===== config.mk =====
export PLATFORM = sky130hd
export DESIGN_NAME = bus_master_port
export DESIGN_NICKNAME = d
export VERILOG_FILES = /design/src/rtl/bus_pkg.sv /design/src/rtl/bus_piso_sipo.sv /design/src/rtl/bus_master_port.sv
export SDC_FILE = /design/constraint.sdc
export NUM_CORES = 1
export LEC_CHECK = 0
export BUFFER_PORTS_ARGS = -buffer_cell sky130_fd_sc_hd__buf_2
export CAP_MARGIN = 0
export CORE_AREA = 2 2 79 81
export DETAILED_ROUTE_END_ITERATION = 12
export DIE_AREA = 0 0 81 83
export PLACE_DENSITY_LB_ADDON = 0.2
export SETUP_SLACK_MARGIN = 0.05
export SLEW_MARGIN = 25
export SYNTH_ARGS = -nofsm -noshare
export SYNTH_HDL_FRONTEND = slang
export SYNTH_SLANG_ARGS = --single-unit

===== constraint.sdc =====
create_clock -name clk -period 2.98 [get_ports clk]
set_clock_uncertainty 0.15 [all_clocks]
set_input_delay 0.596 -clock clk [delete_from_list [all_inputs] [get_ports clk]]
set_output_delay 0.596 -clock clk [all_outputs]
set_load 0.01 [all_outputs]

===== src/rtl/bus_pkg.sv =====
// Shared types and sizing helpers for the serial bus master and its BRAM slave.
package bus_pkg;

  localparam int DEF_N = 8;
  localparam int DEF_ADN = 12;
  localparam int DEF_DELAY_N = 20;

  // The slave discards the address bit carried on the START beat.
  localparam logic START_BEAT = 1'b0;

  typedef enum logic [2:0] {
    IDLE,
    GRANT,
    START,
    SHIFT,
    WR_DONE,
    RD_WAIT,
    RD_SHIFT,
    RESP
  } state_t;

  // Bit counter wide enough to hold the value w itself.
  function automatic int addrBits(input int w);
    return $clog2(w) + 1;
  endfunction

  function automatic int cntBits(input int timeout);
    return $clog2(timeout + 1);
  endfunction

endpackage


===== src/rtl/bus_piso_sipo.sv =====
// Multi-lane shift register: parallel load, MSB-first shift-out, LSB shift-in,
// with a counter of shifts since the last load.
module bus_piso_sipo
  import bus_pkg::*;
#(
  parameter int W = 8,
  parameter int LANES = 1,
  parameter int CB = addrBits(W)
) (
  input  logic                 clk,
  input  logic                 rst,
  input  logic                 load,
  input  logic [LANES*W-1:0]   loadData,
  input  logic                 shiftEn,
  input  logic [LANES-1:0]     serIn,
  output logic [LANES-1:0]     serOut,
  output logic [LANES*W-1:0]   parOut,
  output logic [CB-1:0]        bitCnt
);

  logic [LANES-1:0][W-1:0] sr;

  always_ff @(posedge clk) begin
    if (rst) begin
      sr <= '0;
      bitCnt <= '0;
    end else if (load) begin
      sr <= loadData;
      bitCnt <= '0;
    end else if (shiftEn) begin
      for (int l = 0; l < LANES; l++) begin
        sr[l] <= {sr[l][W-2:0], serIn[l]};
      end
      bitCnt <= bitCnt + 1'b1;
    end
  end

  always_comb begin
    serOut = '0;
    for (int l = 0; l < LANES; l++) begin
      serOut[l] = sr[l][W-1];
    end
  end

  assign parOut = sr;

endmodule


===== src/rtl/bus_master_port.sv =====
// Parallel-to-serial bus master front end for the serial BRAM slave.
// States: IDLE wait req | GRANT wait grant+ready | START start beat | SHIFT addr/wdata beats
//         WR_DONE wait slave commit | RD_WAIT wait preamble | RD_SHIFT capture rdata | RESP pulse
module bus_master_port
  import bus_pkg::*;
#(
  parameter int N = DEF_N,
  parameter int ADN = DEF_ADN,
  parameter int TIMEOUT = 255
) (
  input  logic           clk,
  input  logic           rst,
  input  logic           req_valid,
  input  logic           req_wren,
  input  logic [ADN-1:0] req_addr,
  input  logic [N-1:0]   req_wdata,
  output logic           req_ready,
  output logic           resp_valid,
  output logic [N-1:0]   resp_rdata,
  output logic           resp_err,
  output logic           bus_req,
  input  logic           bus_grant,
  output logic           s_valid,
  output logic           s_wren,
  output logic           s_addr,
  output logic           s_wdata,
  output logic           s_bus_avail,
  input  logic           s_ready,
  input  logic           s_hold,
  input  logic           s_rvalid,
  input  logic           s_rdata
);

  localparam int ADDR_BITS = addrBits(ADN);
  localparam int DATA_BITS = addrBits(N);
  localparam int CNT_BITS = cntBits(TIMEOUT);

  state_t state, stateNext;
  logic wrenL;
  logic [CNT_BITS-1:0] tmo;
  logic tmoInc, timedOut, errNext;
  logic accept, serShift, desShift;
  logic [1:0] serOut;
  logic [ADDR_BITS-1:0] serCnt;
  logic [2*ADN-1:0] unusedSerPar;
  logic [N-1:0] desPar;
  logic [DATA_BITS-1:0] desCnt;
  logic unusedDesOut;
  logic [N-1:0] rdNext;

  assign accept = (state == IDLE) && req_valid && req_ready;
  assign timedOut = (tmo == CNT_BITS'(TIMEOUT));
  assign serShift = (stateNext == SHIFT);
  assign desShift = (state == RD_SHIFT) && s_rvalid;

  // Lane 1 carries write data right-aligned so it lands on the last N beats.
  bus_piso_sipo #(.W(ADN), .LANES(2), .CB(ADDR_BITS)) uSer (
    .clk(clk),
    .rst(rst),
    .load(accept),
    .loadData({ADN'(req_wdata), req_addr}),
    .shiftEn(serShift),
    .serIn(2'b00),
    .serOut(serOut),
    .parOut(unusedSerPar),
    .bitCnt(serCnt)
  );

  bus_piso_sipo #(.W(N), .LANES(1), .CB(DATA_BITS)) uDes (
    .clk(clk),
    .rst(rst),
    .load(accept),
    .loadData('0),
    .shiftEn(desShift),
    .serIn(s_rdata),
    .serOut(unusedDesOut),
    .parOut(desPar),
    .bitCnt(desCnt)
  );

  always_comb begin
    stateNext = state;
    errNext = 1'b0;
    tmoInc = 1'b0;
    unique case (state)
      IDLE: if (accept) stateNext = GRANT;
      GRANT: begin
        tmoInc = 1'b1;
        if (bus_grant && s_ready) stateNext = START;
        else if (timedOut) begin
          stateNext = RESP;
          errNext = 1'b1;
        end
      end
      START: stateNext = SHIFT;
      SHIFT: if (serCnt == ADDR_BITS'(ADN)) stateNext = wrenL ? WR_DONE : RD_WAIT;
      WR_DONE: begin
        tmoInc = 1'b1;
        if (s_ready) stateNext = RESP;
        else if (timedOut) begin
          stateNext = RESP;
          errNext = 1'b1;
        end
      end
      RD_WAIT: begin
        tmoInc = !s_hold;
        if (s_rvalid) stateNext = RD_SHIFT;
        else if (timedOut) begin
          stateNext = RESP;
          errNext = 1'b1;
        end
      end
      RD_SHIFT: begin
        if (!s_rvalid) begin
          stateNext = RESP;
          errNext = 1'b1;
        end else if (desCnt == DATA_BITS'(N - 1)) begin
          stateNext = RESP;
        end
      end
      RESP: stateNext = IDLE;
      default: stateNext = IDLE;
    endcase
  end

  // Include the bit being shifted in on the same edge that enters RESP.
  always_comb begin
    rdNext = desPar;
    if (wrenL) rdNext = '0;
    else if (desShift) rdNext = {desPar[N-2:0], s_rdata};
  end

  always_ff @(posedge clk) begin
    if (rst) begin
      state <= IDLE;
      wrenL <= 1'b0;
      tmo <= '0;
      req_ready <= 1'b0;
      resp_valid <= 1'b0;
      resp_rdata <= '0;
      resp_err <= 1'b0;
      bus_req <= 1'b0;
      s_valid <= 1'b0;
      s_wren <= 1'b0;
      s_addr <= 1'b0;
      s_wdata <= 1'b0;
      s_bus_avail <= 1'b0;
    end else begin
      state <= stateNext;
      if (accept) wrenL <= req_wren;
      if (stateNext != state) tmo <= '0;
      else if (tmoInc && !timedOut) tmo <= tmo + 1'b1;
      req_ready <= (stateNext == IDLE);
      resp_valid <= (stateNext == RESP);
      bus_req <= stateNext inside {GRANT, START, SHIFT, WR_DONE, RD_WAIT, RD_SHIFT};
      s_valid <= stateNext inside {START, SHIFT};
      s_wren <= (stateNext inside {START, SHIFT}) && wrenL;
      s_addr <= serShift ? serOut[0] : START_BEAT;
      s_wdata <= serShift ? serOut[1] : 1'b0;
      s_bus_avail <= stateNext inside {RD_WAIT, RD_SHIFT};
      if (accept) begin
        resp_rdata <= '0;
        resp_err <= 1'b0;
      end else if (stateNext == RESP) begin
        resp_rdata <= rdNext;
        resp_err <= errNext;
      end
    end
  end

endmodule


==> results of run 1 <==
==> power groups by stage <==
| stage | sequential (mW) | combinational, mW | clock, mW |
|---|---|---|---|
| 2_1_floorplan | 1.03 | 0.218 | 0 |
| 3_3_place_gp | 1.05 | 0.269 | 0 |
| 3_5_place_dp | 1.05 | 0.273 | 0 |
| 4_1_cts | 1.03 | 0.275 | 0.757 |
| 5_1_grt | 1.03 | 0.302 | 0.796 |
| 6_report | 1.03 | 0.273 | 0.740 |
==> state kept, by name (all words and copies together), names as in the netlist, 3 cells and up <==
register     flops
resp_rdata       8
uSer.parOut     24
uSer.bitCnt      5
tmo              8
state            3
uDes.bitCnt      4
uDes.parOut      8
==> area by class of cell <==
type                    instances  area share [%]
repair buffers                 51            7.69
inverters                       7           0.715
multi-input cells             262            45.8
flip-flops and latches         70            38.1
clock buffers                  11            3.85
clock inverters                 4            1.29
well taps                      75            2.55
==> final timing paths <==
path              cells past startpoint                            to
hold / removal                        2  uSer.parOut[20]$_SDFFE_PP0N_
setup reg to reg                      8    resp_rdata[3]$_SDFFE_PP0P_
setup / recovery                      8    resp_rdata[3]$_SDFFE_PP0P_
hold reg to reg                       2  uSer.parOut[20]$_SDFFE_PP0N_
==> metal layers <==
metal,track usage [%],part of all wire [%],vias up
li1,-,-,1321
met2,31.6,46,38
met3,4.02,3.6,9
met1,27.3,48,1213
met5,0,0,-
met4,9.55,1.8,0
==> per-stage QoR <==
step / util [%] / instance area (um2) / setup WS, ps / hold WS (ps) / total power, mW
after floorplan: - / 3220 / 627 / 282 / 1.25
after global placement: 59.9 / 3490 / 486 / 291 / 1.31
after detailed placement: 59.9 / 3490 / 402 / 294 / 1.32
after CTS: 63.2 / 3670 / 391 / 304 / 2.06
after global routing: 63.2 / 3670 / 179 / 326 / 2.13
final: 63.2 / 3670 / 426 / 300 / 2.04
==> worst max-delay path: stages, from the launching register on <==
cell and delay [ps]:
sky130_fd_sc_hd__dfxtp_1 340, sky130_fd_sc_hd__inv_1 60, sky130_fd_sc_hd__ha_1 130, sky130_fd_sc_hd__and4b_1 240
sky130_fd_sc_hd__a211oi_1 120, sky130_fd_sc_hd__nor4_4 610, sky130_fd_sc_hd__o21ai_0 280, sky130_fd_sc_hd__nand2_2 310
sky130_fd_sc_hd__mux2i_1 230
==> Yosys cell counts (all sizes together), types with 2 or more instances <==
master	instances	share of area, %
mux2i	12	3.7
a21oi	18	2.9
a22oi	2	0.62
clkbuf	10	1.2
and2	4	0.78
o211ai	3	1.1
a31oi	3	0.58
nand2b	9	1.8
inv	7	0.82
nand3b	3	0.70
or3	2	0.39
dfxtp	70	44
xnor2	6	1.6
a311oi	18	7.8
nand4	5	0.97
and3	6	1.2
buf	10	2.3
ha	4	1.6
nand2	82	11
or2	2	0.39
nor3	5	1.1
xor2	7	1.9
nor4	6	2.1
o21ai	5	0.78
nor2b	2	0.39
nand3	7	1.1
nor2	40	4.7
==> logic make-up after synthesis <==
group,count (synthesis)
multiplexers,13
XOR/XNOR,13
AND/OR/NAND/NOR,175
AO/OA/AOI/OAI,57
flip-flops,70
adder cells (fa/ha/maj),4
buffers and inverters,27
==> reports/results.ini, run 1 <==
[power]
netSwitchingPower_mw=0.540
cellInternalPower_mw=1.50
comb_power_share_pct=13.4
switching_power_share_of_the_total_pct=26.5
vdd.ir_drop.worst_uv=377
cellPowerDensity_nw_per_um2=555
p_leak_nw=1.42
power_frac_clock_pct=36.3
share_seq_of_total_power_pct=50.3

[critical_path]
reg2reg_from=uSer.bitCnt[0]$_SDFFE_PP0N_
worst-endpoint-required_ps=3090
cp.arrival_ps=2670
path_class=reg -> reg
worst-r2r-setup-slack_ps=430
worstSetupStartpointType=flip-flop
crit_path_max_fo=10
timing.critical_path.to_type=flip-flop
timing.critical_path.from=uSer.bitCnt[0]$_SDFFE_PP0N_

[routing]
drt_iter0_drc=104
ant_nets=0
post_drt_via_cell_ratio=5.38
vias=2581
drc=0
drt_first_pass_iters=4
finalWirelength_mm=6.32
routed_wire_length_per_instance_um=13.2

[sta]
post-route-period-util_pct=85.7
report.final.hold_viol_count=0
timing_worst_slew_pin_value_ps=783
min_period_ps=2550
fin_setup_tns_ps=0
timing.max_slew.rel_slack_pct=47.6
setup_viol=0
max_freq_mhz=392
slew_viol_final=0
rsz0062_at_grt=false

[die]
num_rows=28
design.die.area_um2=6720
core_area_um2=5820
initial_core_util_pct=55.3
die_w_um=81
die_height_um=83
io_pins=46

[clocking]
tritoncts=yes
cts.htree.levels=3
cts_num_sinks=70
number_of_instances_resized_during_post_cts_repair=0
cts_hold_buffers=0
cts_root_buffer=sky130_fd_sc_hd__clkbuf_8
clk_latency_ps=340
clockBufferDepth=2
cts_buffers=9
clk_pin_slew_worst_paths_ps=70
cts.repair_timing.setup_buffer_count=0

[global_routing]
global_route.usage.total_pct=20.5
grt_start_max_net_pins=39
grt_pass1_wl_mm=11.0
via_count_of_the_first_global_routing_pass=2433
grt-ovfl-total=0
antenna_violations_before_repair=0

[layout]
final_cell_mix=sky130_fd_sc_hd__dfxtp_1, sky130_fd_sc_hd__nand2_1, sky130_fd_sc_hd__buf_2
final_layout_size_suffix_gt1_share_pct=25.9
finish.net_count=434
multi_input_comb_area_um2=1680
seq_area_um2=1400
layout_commonest_cell=sky130_fd_sc_hd__dfxtp_1
antenna_cells=0
finish.cell_count_without_fillers=480
layout-area-overhead-vs-synth_pct=14.2
fill_cells=531

[yosys]
syn_area_um2=3220
synth_async_sr_flop_share_pct=0
synth-xor-area-share_pct=3.54
synthesis.yosys.warnings=0
synth_edf_count=0
synth_top_family_by_area=simple AND/OR/NAND/NOR gates
netlist-cell-type-count=48
syn_avg_cell_area_um2=8.96
netlist_instances=359
synth_fa_ha_area_share_pct=1.56
seq_area_frac_synth_pct=43.6
synth_fp_nets=392
postSynthRegisterBits=70
yosys_most_used_dff=sky130_fd_sc_hd__dfxtp_1
synth-compound-area-share_pct=16.2
synth_simple_gate_area_share_pct=26.8
synth.area.mux_share_pct=4.08

[place]
detailed_place_hpwl_mm=4.27
placed_cells=465
placement.io_buffers=45
gp_congestion=0.772

[run]
cap_viol_max_count=0

[outcome]
outcome=complete, no violations

[worst_hold_path]
holdCritPathClass=reg -> reg
hold_path.startpoint=uSer.parOut[19]$_SDFFE_PP0P_

Note: power is estimated with default switching activity, not from simulation.
==> run 2: changes to the inputs <==
--- a/config.mk
+++ b/config.mk
@@ -9,5 +9,6 @@
 export CAP_MARGIN = 0
-export CORE_AREA = 2 2 79 81
+export CORE_AREA = 2 2 76 78
 export DETAILED_ROUTE_END_ITERATION = 12
-export DIE_AREA = 0 0 81 83
+export DIE_AREA = 0 0 78 80
+export HOLD_SLACK_MARGIN = 0.03
 export PLACE_DENSITY_LB_ADDON = 0.2
==> constraint.sdc (replaced) <==
create_clock -name clk -period 3.05 [get_ports clk]
set_clock_uncertainty 0.15 [all_clocks]
set_input_delay 0.1525 -clock clk [delete_from_list [all_inputs] [get_ports clk]]
set_output_delay 0.1525 -clock clk [all_outputs]
set_load 0.01 [all_outputs]
==> reports/results.ini, run 2 (synthesis results as in run 1) <==
[outcome]
outcome=complete, no violations

[layout]
layout-area-overhead-vs-synth_pct=20.6
final_layout_size_suffix_gt1_share_pct=24.2
postLayoutCoreUtil_pct=71.8
fill_cells=401
final_cell_mix=sky130_fd_sc_hd__dfxtp_1, sky130_fd_sc_hd__nand2_1, sky130_fd_sc_hd__buf_2
layout_commonest_cell=sky130_fd_sc_hd__dfxtp_1
finish.net_count=453
largest_register_ffs=24
antenna_cells=0

[sta]
rsz0062_at_grt=false
fin_setup_tns_ps=0
slew_viol_final=0
setup_viol=0
max_freq_mhz=372
timing.max_slew.rel_slack_pct=43.8
final.setup.worst_slack_ps=362
post-route-period-util_pct=88.1
min_period_ps=2690
report.final.hold_viol_count=0
timing_worst_slew_pin_value_ps=839

[place]
gp_congestion=0.847
dp_worst_setup_slack_ps=410
placement.io_buffers=45
detailed_place_hpwl_mm=4.12

[critical_path]
ff2ff_path_depth=9
worst-r2r-setup-slack_ps=360
path_class=reg -> reg
worstSetupStartpointType=flip-flop
worst-endpoint-required_ps=3130
timing.critical_path.to_type=flip-flop
cp.arrival_ps=2770
reg2reg_from=uSer.bitCnt[0]$_SDFFE_PP0N_
r2r_end=uSer.parOut[16]$_SDFFE_PP0P_
crit_path_max_fo=23

[power]
comb_power_share_pct=13.4
cellInternalPower_mw=1.57
netSwitchingPower_mw=0.539
share_seq_of_total_power_pct=47.7
p_leak_nw=1.51
vdd.ir_drop.worst_uv=370
switching_power_share_of_the_total_pct=25.6
power_frac_clock_pct=38.9
cellPowerDensity_nw_per_um2=542

[die]
core_area_um2=5410
io_pins=46
initial_core_util_pct=59.5
design.die.area_um2=6240
die_height_um=80
num_rows=27
die_w_um=78

[clocking]
clockBufferDepth=2
cts_buffers=9
cts_num_sinks=70
number_of_instances_resized_during_post_cts_repair=0
cts_root_buffer=sky130_fd_sc_hd__clkbuf_8
tritoncts=yes
clk_pin_slew_worst_paths_ps=70
cts.htree.levels=3
clk_latency_ps=330

[routing]
drt_iter0_drc=117
ant_nets=0
vias=2684
finalWirelength_mm=6.89
drc=0
drt_first_pass_iters=5
post_drt_via_cell_ratio=5.40
routed_wire_length_per_instance_um=13.9

[global_routing]
grt_start_max_net_pins=40
via_count_of_the_first_global_routing_pass=2552
antenna_violations_before_repair=0
grt-ovfl-total=0
global_route.usage.total_pct=23.9
grt_pass1_wl_mm=11.7

[worst_hold_path]
timing.hold.worst_path_depth=3
whs_endpoint=uSer.parOut[11]$_SDFFE_PP0P_
holdCritPathClass=in -> reg
hold_path.startpoint=req_addr[11]

[run]
cap_viol_max_count=0

-- run 2: layout make-up --
class | count | area, um2 | area share, %
inverter | 7 | 26.3 | 0.677
timing repair buffer | 70 | 465 | 12.0
clock buffer | 12 | 145 | 3.74
clock inverter | 4 | 70.1 | 1.81
tap | 72 | 90.1 | 2.32
sequential | 70 | 1400 | 36.1
multi-input combinational | 262 | 1680 | 43.3
-- run 2: timing repair --
item | in CTS | in global routing
hold endpoints to repair | 21 | 0
hold buffers | 21 | 0
setup buffers | 0 | 0
-- run 2: worst max-delay path by stage --
stage	cells past startpoint	start	to	slack, ps
6_report	9	uSer.bitCnt[0]$_SDFFE_PP0N_	uSer.parOut[16]$_SDFFE_PP0P_	360
5_1_grt	9	uSer.bitCnt[0]$_SDFFE_PP0N_	uSer.parOut[2]$_SDFFE_PP0P_	110
4_1_cts	9	uSer.bitCnt[0]$_SDFFE_PP0N_	uSer.parOut[16]$_SDFFE_PP0P_	350
3_5_place_dp	9	uSer.bitCnt[0]$_SDFFE_PP0N_	uSer.parOut[2]$_SDFFE_PP0P_	410
3_3_place_gp	9	uSer.bitCnt[0]$_SDFFE_PP0N_	uSer.parOut[4]$_SDFFE_PP0P_	480
2_1_floorplan	10	uSer.bitCnt[0]$_SDFFE_PP0N_	uSer.parOut[19]$_SDFFE_PP0P_	700
-- run 2: worst max-delay path: stages (launching register included) --
cell	delay [ps]
sky130_fd_sc_hd__dfxtp_1	350
sky130_fd_sc_hd__inv_1	70
sky130_fd_sc_hd__ha_1	130
sky130_fd_sc_hd__and4b_1	260
sky130_fd_sc_hd__a211oi_1	130
sky130_fd_sc_hd__nor4_4	620
sky130_fd_sc_hd__or3_1	190
sky130_fd_sc_hd__buf_4	300
sky130_fd_sc_hd__nand2_2	90
sky130_fd_sc_hd__a311oi_2	300
-- run 2: metal layers --
metal,routed length [um],track usage (%)
met2,3320,39.8
met1,3210,31.4
met3,263,5.32
met5,0,0
met4,94,6.84
-- run 2: through the flow --
step	std cells	hold slack [ps]	cell area, um2	power, mW
finish	497	61.8	3880	2.10
global route	497	69.8	3880	2.19
CTS	497	31.0	3880	2.12
detailed placement	460	248	3450	1.28
global placement	460	242	3450	1.28
floorplan	359	146	3220	1.22
-- run 2: power by group through the flow --
stage	combinational, mW	sequential [mW]	clock [mW]
global placement	0.253	1.02	0
finish	0.282	1.00	0.818
floorplan	0.213	1.01	0
detailed placement	0.258	1.02	0
CTS	0.280	1.00	0.835
global route	0.313	1.01	0.872
==> run 3: changes to the inputs <==
CORE_AREA = 2 2 84 86   (was 2 2 76 78)
DIE_AREA = 0 0 86 88   (was 0 0 78 80)
PLACE_DENSITY = 0.79   (was not set)
PLACE_DENSITY_LB_ADDON = not set   (was 0.2)
==> reports/results.ini, run 3 (synthesis results as in run 1) <==
[power]
share_seq_of_total_power_pct=46.8
switching_power_share_of_the_total_pct=25.0
cellPowerDensity_nw_per_um2=549
netSwitchingPower_mw=0.536
p_leak_nw=1.52
cellInternalPower_mw=1.61
power_frac_clock_pct=40.1
comb_power_share_pct=13.1
vdd.ir_drop.worst_uv=288

[sta]
fin_setup_tns_ps=0
slew_viol_final=0
setup_viol=0
holdWs_ps=167
timing.max_slew.rel_slack_pct=42.0
report.final.hold_viol_count=0
max_freq_mhz=375
rsz0062_at_grt=false
timing_worst_slew_pin_value_ps=866
min_period_ps=2670
post-route-period-util_pct=87.4

[layout]
layout_commonest_cell=sky130_fd_sc_hd__dfxtp_1
multi_input_comb_area_um2=1680
final_cell_mix=sky130_fd_sc_hd__dfxtp_1, sky130_fd_sc_hd__nand2_1, sky130_fd_sc_hd__buf_2
largest_register_ffs=24
seq_area_um2=1400
finish.cell_count_without_fillers=505
layout-area-overhead-vs-synth_pct=21.6
final_layout_size_suffix_gt1_share_pct=24.2
finish.net_count=453
antenna_cells=0
fill_cells=545

[place]
placed_cells=467
gp_congestion=0.895
placement.io_buffers=45
detailed_place_hpwl_mm=4.31

[critical_path]
ff2ff_path_depth=9
critPathSlowestCell=sky130_fd_sc_hd__nor4_4
r2r_end=uSer.parOut[1]$_SDFFE_PP0P_
worstSetupStartpointType=flip-flop
path_class=reg -> reg
timing.critical_path.to_type=flip-flop
worst-endpoint-required_ps=3160
crit_path_max_fo=23
timing.critical_path.cells=inv_1 -> ha_1 -> and4b_1 -> a211oi_1 -> nor4_4 -> or3_1 -> buf_4 -> nand2_1 -> a311oi_1
crit_path_max_incr_delay_ps=620
cp.arrival_ps=2770
worst-r2r-setup-slack_ps=380
reg2reg_from=uSer.bitCnt[0]$_SDFFE_PP0N_

[global_routing]
grt_util_met1_pct=22.6
grt-ovfl-total=0
global_route.usage.total_pct=19.0
gr-usage-met3_pct=5.28
antenna_violations_before_repair=0
grt_util_met2_pct=31.9
grt_pass1_wl_mm=11.3
grt_start_max_net_pins=40
gr-max-usage-layer=met2
via_count_of_the_first_global_routing_pass=2599

[clocking]
cts_buffers=9
cts_root_buffer=sky130_fd_sc_hd__clkbuf_8
clockBufferDepth=2
cts_num_sinks=70
clk_latency_ps=350
tritoncts=yes
clk_pin_slew_worst_paths_ps=70
cts.repair_timing.setup_buffer_count=0
cts.htree.levels=3

[routing]
post_drt_via_cell_ratio=5.33
drt_iter0_drc=110
drc=0
finalWirelength_mm=6.74
ant_nets=0
routed_wire_length_per_instance_um=13.3
drt_first_pass_iters=4
vias=2691

[run]
cap_viol_max_count=0

[die]
design.die.area_um2=7570
initial_core_util_pct=48.4
num_rows=30
io_pins=46
core_area_um2=6640
die_height_um=88
die_w_um=86

[outcome]
outcome=complete, no violations

[worst_hold_path]
holdCritPathClass=in -> reg
hold_path.startpoint=s_rvalid
whs_endpoint=resp_err$_SDFFE_PP0P_
timing.hold.worst_path_depth=4

[run 3: changes by cell type in the layout (fill, tap and decap cells not counted)]
cell / delta
sky130_fd_sc_hd__buf_4: -1
sky130_fd_sc_hd__clkbuf_8: +2
sky130_fd_sc_hd__clkbuf_1: -1
sky130_fd_sc_hd__dlygate4sd3_1: +1
sky130_fd_sc_hd__clkinv_2: -1
[run 3: timing repair]
action / 4_1_cts / 5_1_grt
hold buffers: 22 / 0
setup endpoints to repair: 0 / 0
gates resized for setup: 0 / 0
hold endpoints to repair: 22 / 0
[run 3: critical path, delay by kind of cell (launching register included)]
family                     cells  cell delay (ps)
and+or+nand+nor                4             1160
AOI/OAI and AO/OA              2              390
buffers and inverters          2              360
DFF                            1              350
adders and majority gates      1              150
[run 3: power groups by stage]
stage	clock [mW]	combinational (mW)	sequential [mW]
finish	0.861	0.282	1.00
global route	0.913	0.310	1.01
CTS	0.878	0.282	1.00
detailed placement	0	0.259	1.02
global placement	0	0.252	1.02
floorplan	0	0.213	1.01
[run 3: layout make-up]
cell class,instances,share of cell area [%]
Sequential cell,70,35.8
Clock inverter,3,1.66
Multi-Input combinational cell,262,43.0
Clock buffer,13,4.32
Inverter,7,0.672
Timing Repair Buffer,70,12.0
Tap cell,80,2.56
[run 3: how the worst max path moves through the flow]
| stage | from | cells past startpoint | end |
|---|---|---|---|
| 2_1_floorplan | uSer.bitCnt[0]$_SDFFE_PP0N_ | 10 | uSer.parOut[19]$_SDFFE_PP0P_ |
| 3_3_place_gp | uSer.bitCnt[0]$_SDFFE_PP0N_ | 9 | uSer.parOut[3]$_SDFFE_PP0P_ |
| 3_5_place_dp | uSer.bitCnt[0]$_SDFFE_PP0N_ | 9 | uSer.parOut[5]$_SDFFE_PP0P_ |
| 4_1_cts | uSer.bitCnt[0]$_SDFFE_PP0N_ | 9 | uSer.parOut[1]$_SDFFE_PP0P_ |
| 5_1_grt | uSer.bitCnt[0]$_SDFFE_PP0N_ | 9 | uSer.parOut[1]$_SDFFE_PP0P_ |
| 6_report | uSer.bitCnt[0]$_SDFFE_PP0N_ | 9 | uSer.parOut[1]$_SDFFE_PP0P_ |
[run 3: metrics by stage]
| step | cell area (um2) | setup slack [ps] | power (mW) | util (%) |
|---|---|---|---|---|
| floorplan | 3220 | 697 | 1.22 | - |
| global placement | 3460 | 480 | 1.27 | 52.0 |
| detailed placement | 3460 | 384 | 1.28 | 52.0 |
| CTS | 3910 | 385 | 2.16 | 58.9 |
| global route | 3910 | 215 | 2.23 | 58.9 |
| finish | 3910 | 384 | 2.15 | 58.9 |
[run 3: layer usage]
layer / vias up / routed length (um)
met2: 63 / 3210
li1: 1360 / -
met1: 1256 / 3040
met4: 0 / 127
met3: 12 / 355
met5: - / 0
